## config.mk

```make
export PLATFORM = sky130hd
export DESIGN_NAME = softmax_norm
export DESIGN_NICKNAME = d
export VERILOG_FILES = /design/src/rtl/softmax_norm.sv
export SDC_FILE = /design/constraint.sdc
export NUM_CORES = 1
export LEC_CHECK = 0
export CAP_MARGIN = 20
export CORE_UTILIZATION = 50
export CTS_CLUSTER_DIAMETER = 200
export DETAILED_ROUTE_END_ITERATION = 12
export GPL_TIMING_DRIVEN = 0
export PLACE_DENSITY_LB_ADDON = 0.3
export SETUP_SLACK_MARGIN = 0.15
export SYNTH_ARGS = -nofsm -noshare
export SYNTH_HDL_FRONTEND = slang
export SYNTH_SLANG_ARGS = --single-unit
```

## constraint.sdc

```tcl
create_clock -name clk -period 4.7 [get_ports clk]
set_input_delay 0.47 -clock clk [delete_from_list [all_inputs] [get_ports clk]]
set_output_delay 0.47 -clock clk [all_outputs]
set_load 0.1 [all_outputs]
```

## src/rtl/softmax_norm.sv

```systemverilog
// Softmax normaliser: buffers one row of exp values, accumulates the row sum,
// then emits each value divided by the sum as an unsigned Q1.FRAC_W probability.
module softmax_norm #(
  parameter int DATA_W  = 16,
  parameter int ROW_LEN = 8,
  parameter int FRAC_W  = 8
) (
  input  logic              clk,
  input  logic              rstn,
  input  logic              i_valid,
  input  logic [DATA_W-1:0] i_exp,
  input  logic              i_last,
  output logic              i_ready,
  output logic              o_valid,
  output logic [FRAC_W:0]   o_prob,
  output logic              o_last,
  input  logic              o_ready
);

  localparam int CNT_W  = $clog2(ROW_LEN);
  localparam int LEN_W  = CNT_W + 1;
  localparam int SUM_W  = DATA_W + CNT_W;
  localparam int DCNT_W = $clog2(FRAC_W + 2);

  typedef enum logic [1:0] {ACCUM, DIV, OUT} state_t;

  state_t              state_reg, state_next;
  logic [CNT_W-1:0]    cnt_reg;
  logic [LEN_W-1:0]    len_reg;
  logic [CNT_W-1:0]    k_reg;
  logic [SUM_W-1:0]    sum_reg;
  logic [DCNT_W-1:0]   div_cnt_reg;
  logic [SUM_W-1:0]    rem_reg;
  logic [FRAC_W:0]     q_reg;
  logic [DATA_W-1:0]   rd_data_reg;
  logic [DATA_W-1:0]   buf_mem [ROW_LEN];

  logic                accept;
  logic                row_close;
  logic                out_is_last;
  logic [SUM_W:0]      trial;
  logic                q_bit;

  assign accept      = (state_reg == ACCUM) && i_valid;
  assign row_close   = accept && (i_last || (cnt_reg == CNT_W'(ROW_LEN - 1)));
  assign out_is_last = ({1'b0, k_reg} == (len_reg - LEN_W'(1)));

  assign i_ready = rstn && (state_reg == ACCUM);
  assign o_valid = rstn && (state_reg == OUT);
  assign o_last  = o_valid && out_is_last;
  assign o_prob  = o_valid ? q_reg : '0;

  // First iteration brings down the whole buffered value: the dividend is
  // buf << FRAC_W and the quotient only has FRAC_W+1 bits, so the top part
  // (buf >> 1) plus the next dividend bit (buf[0]) is exactly buf.
  always_comb begin
    trial = (div_cnt_reg == DCNT_W'(1)) ? (SUM_W + 1)'(rd_data_reg) : {rem_reg, 1'b0};
    q_bit = (sum_reg != '0) && (trial >= {1'b0, sum_reg});
  end

  always_comb begin
    state_next = state_reg;
    case (state_reg)
      ACCUM: if (row_close) state_next = DIV;
      DIV:   if (div_cnt_reg == DCNT_W'(FRAC_W + 1)) state_next = OUT;
      OUT:   if (o_ready) state_next = out_is_last ? ACCUM : DIV;
      default: state_next = ACCUM;
    endcase
  end

  always_ff @(posedge clk) begin
    if (!rstn) state_reg <= ACCUM;
    else       state_reg <= state_next;
  end

  // Row buffer: plain array with registered read so it maps to block RAM.
  always_ff @(posedge clk) begin
    if (accept) buf_mem[cnt_reg] <= i_exp;
    rd_data_reg <= buf_mem[k_reg];
  end

  always_ff @(posedge clk) begin
    if (!rstn) begin
      cnt_reg     <= '0;
      len_reg     <= '0;
      k_reg       <= '0;
      sum_reg     <= '0;
      div_cnt_reg <= '0;
      rem_reg     <= '0;
      q_reg       <= '0;
    end else begin
      case (state_reg)
        ACCUM: begin
          if (accept) begin
            sum_reg <= sum_reg + SUM_W'(i_exp);
            cnt_reg <= cnt_reg + CNT_W'(1);
          end
          if (row_close) begin
            len_reg     <= {1'b0, cnt_reg} + LEN_W'(1);
            k_reg       <= '0;
            div_cnt_reg <= '0;
          end
        end
        DIV: begin
          div_cnt_reg <= div_cnt_reg + DCNT_W'(1);
          // Cycle 0 waits for the registered buffer read.
          if (div_cnt_reg == '0) begin
            rem_reg <= '0;
            q_reg   <= '0;
          end else begin
            rem_reg <= q_bit ? SUM_W'(trial - {1'b0, sum_reg}) : SUM_W'(trial);
            q_reg   <= {q_reg[FRAC_W-1:0], q_bit};
          end
        end
        OUT: begin
          if (o_ready) begin
            if (out_is_last) begin
              cnt_reg <= '0;
              sum_reg <= '0;
            end else begin
              k_reg       <= k_reg + CNT_W'(1);
              div_cnt_reg <= '0;
            end
          end
        end
        default: ;
      endcase
    end
  end

endmodule

```

==> key figures <==
Outcome
  – Status: finished, final reports clean

Clock tree
  – Clk_lat worst skew: 0.51 ns
  – Longest Clk Path Bufs: 3
  – CTS tree: done
  – Clock transition at path regs: 0.06 ns
  – Clock sink count: 207
  – Root Driver: clkbuf_16
  – Total CTS buffers: 22
  – H-tree depth: 1

Floorplanning
  – Core area: 19460 um2
  – Starting Density: 50.91%
  – Die area: 20380 um2
  – Die Span Y: 142.8 um
  – IO Count: 33
  – Die X: 142.8 um
  – Cell Rows: 51

Worst setup path
  – Most frequent CP cell: ha_1
  – Stages on worst setup path: 13
  – Setup crit start: div_cnt_reg[0]
  – R2R Path Start: div_cnt_reg[0]
  – Slowest CP cell: fa_1
  – Worst path top cell family by delay: compound AO/OA/AOI/OAI gates
  – Worst endpoint required time: 5.15 ns
  – Buf/Inv on CP: 1
  – Worst Path Arrival: 4.50 ns
  – WS Path Type: reg -> reg
  – Worst-path maximum fanout: 10
  – CP Launch Type: flip-flop
  – R2R depth: 13
  – Crit-path max cell delay: 0.43 ns
  – Critical-path cell list: ha_1 -> nor3b_2 -> clkbuf_2 -> nand2_1 -> ha_1 -> fa_1 -> nand2b_1 -> a211oi_1 -> o41ai_2 -> a211oi_4 -> nand2_2 -> a2111oi_1 -> a211o_1
  – Worst Setup End Kind: flip-flop

Global routing
  – Largest net degree at the start of global routing: 17
  – M1 GR Usage: 30.97%
  – Number of global-route vias before repair: 6538
  – M2 GR Usage: 36.48%
  – First-pass GRT wire length: 34860 um
  – Antenna violations before repair: 0
  – Met3 Resource Use GR: 2.951%
  – Total Routing Usage GR: 22.33%
  – GR Overflow Total: 0
  – Busiest layer in global routing: met2

Cells and area
  – Post-route cell area: 11450 um2
  – Share of cells above drive strength 1: 14.56%
  – ANT cells: 0
  – Layout fillers: 1571
  – Max FFs per register: 128
  – Synthesis-to-layout area growth: 15.53%
  – Most frequent cells in the layout: 128 x edfxtp_1, 79 x dfxtp_1, 52 x nand2_1
  – Multi-input gate area: 4257 um2
  – Register area: 5425 um2
  – Fin nets: 928
  – Fin cells: 1144
  – Most common cell after layout, fill and taps aside: edfxtp_1

STA
  – Setup violations, final: 0
  – Setup_tns: 0 ns
  – Final hold vios: 0
  – Part of the cycle the worst path needs: 86.11%
  – Setup Skew: 0.01903 ns
  – Max frequency: 247.1 MHz
  – Worst hold margin: 0.4464 ns
  – Post-route minimum period: 4.047 ns
  – Slew Limit Fails: 0
  – Max transition margin: 33.80%
  – Slew @ Worst Pin: 0.9898 ns
  – RSZ-0062 raised after global routing: no

Synth
  – Avg Cell Area, Syn: 12.45 um2
  – Unique masters post-synth: 59
  – Cells after Synth: 796
  – Flops & latches, synth: 207
  – Async set-reset flop share out of synthesis: 0%
  – Syn nets: 861
  – Post-synth EDFFs: 128
  – Synth area leader: edfxtp_1
  – Synth top area share: 38.79%
  – Sequential fraction of the synthesis area: 54.75%
  – Main flop type after synthesis: edfxtp_1
  – Post-Syn Area: 9908 um2
  – Top cells by area, synth: edfxtp_1 39%, dfxtp_1 16%, mux4_2 7.3%
  – Ys Warns: 0

Hold path
  – Hold Startpoint: rem_reg[8]
  – Hold path depth: 2
  – Min-delay worst type: reg -> reg

Drt
  – Vias per cell: 5.667
  – Initial drt markers: 374
  – DRC violations left: 0
  – Antenna viol nets, final: 0
  – DR WL/cell: 18.53 um
  – Via count: 6483
  – Final wirelength: 21200 um
  – TritonRoute pass-1 iters: 5

Placed design
  – GPL Wtd Cong: 0.8958
  – Port bufs: 32
  – Post-placement cell area: 10710 um2
  – DP HPWL: 15230 um
  – Dpl cells: 1103

Power and ir drop
  – Pwr dens: 399.2 nW/um2
  – Leakage: 4.117 nW
  – PnR Total Power: 4.569 mW
  – Max rail drop VDD: 0.0003174 V

Run
  – MaxCap Viol Count: 0
==> cell type report <==
class	instances	area share, %
multi-input combinational	523	37.18
sequential	207	47.39
clock inverter	10	0.8853
tap	265	2.896
inverter	32	1.049
buffer	34	1.355
clock buffer	30	5.345
timing repair buffer	43	3.891
==> Yosys cell counts (8+ instances only) <==
master / n
a22o_1: 9
a21oi_1: 37
nor2_1: 35
o21ai_1: 19
dfxtp_1: 79
xnor2_1: 24
xor2_1: 10
nor3_1: 17
inv_1: 32
mux2_2: 30
and2_1: 9
ha_1: 42
mux4_2: 32
nor2b_1: 31
mux2i_1: 11
a211oi_1: 8
clkbuf_1: 24
a22oi_1: 17
o21ai_0: 23
a21o_1: 15
edfxtp_1: 128
nand2_1: 52
nor4_1: 9
and3_1: 14
==> worst reg2reg max path, stage by stage (launching register included) <==
cell and delay (ns):
dfxtp_1 0.41, ha_1 0.22, nor3b_2 0.36, clkbuf_2 0.37, nand2_1 0.14, ha_1 0.22
fa_1 0.43, nand2b_1 0.19, a211oi_1 0.40, o41ai_2 0.19, a211oi_4 0.31, nand2_2 0.16
a2111oi_1 0.42, a211o_1 0.16
==> cells by family (layout without fill, tap and decap cells) <==
| kind of cell | after synthesis | in the layout | share of synthesized area [%] |
|---|---|---|---|
| AO/OA/AOI/OAI | 169 | 169 | 11.29 |
| XOR/XNOR | 34 | 34 | 3.005 |
| adder cells (fa/ha/maj) | 44 | 44 | 5.708 |
| buffers and inverters | 66 | 149 | 2.765 |
| flip-flops | 207 | 207 | 54.75 |
| multiplexers | 73 | 73 | 11.79 |
| AND/OR/NAND/NOR | 203 | 203 | 10.68 |
==> per-stage QoR <==
step                setup WS, ns  util [%]
global placement         -0.9087     54.26
detailed placement       -0.3031     55.04
CTS                       0.2194     58.77
finish                    0.6529     58.82
floorplan                 0.6110         -
global route              0.2096     58.82
==> timing repair <==
item	CTS	global route
setup buffers	0	1
gates resized for setup	3	1
pin swaps	0	1
hold endpoints to repair	0	0
setup endpoints to repair	19	6
hold buffers	0	0
==> metal layers <==
| metal | vias up | share of wire (%) |
|---|---|---|
| met5 | - | 0 |
| met4 | 0 | 2.7 |
| met1 | 3159 | 46 |
| li1 | 3137 | - |
| met3 | 31 | 4.6 |
| met2 | 156 | 46 |
==> where the power goes <==
group          switching (mW)  internal [mW]  total [mW]
sequential             0.0441           1.98        2.03
clock                   0.679           1.02        1.70
combinational           0.477          0.365       0.842
==> path summary, 6_finish.rpt <==
path	endpoint	slack [ns]
min	rem_reg[8]	0.45
max	rem_reg[15]	0.65
max reg2reg	rem_reg[15]	0.65
min reg2reg	rem_reg[8]	0.45
Note: power is estimated with default switching activity, not from simulation.
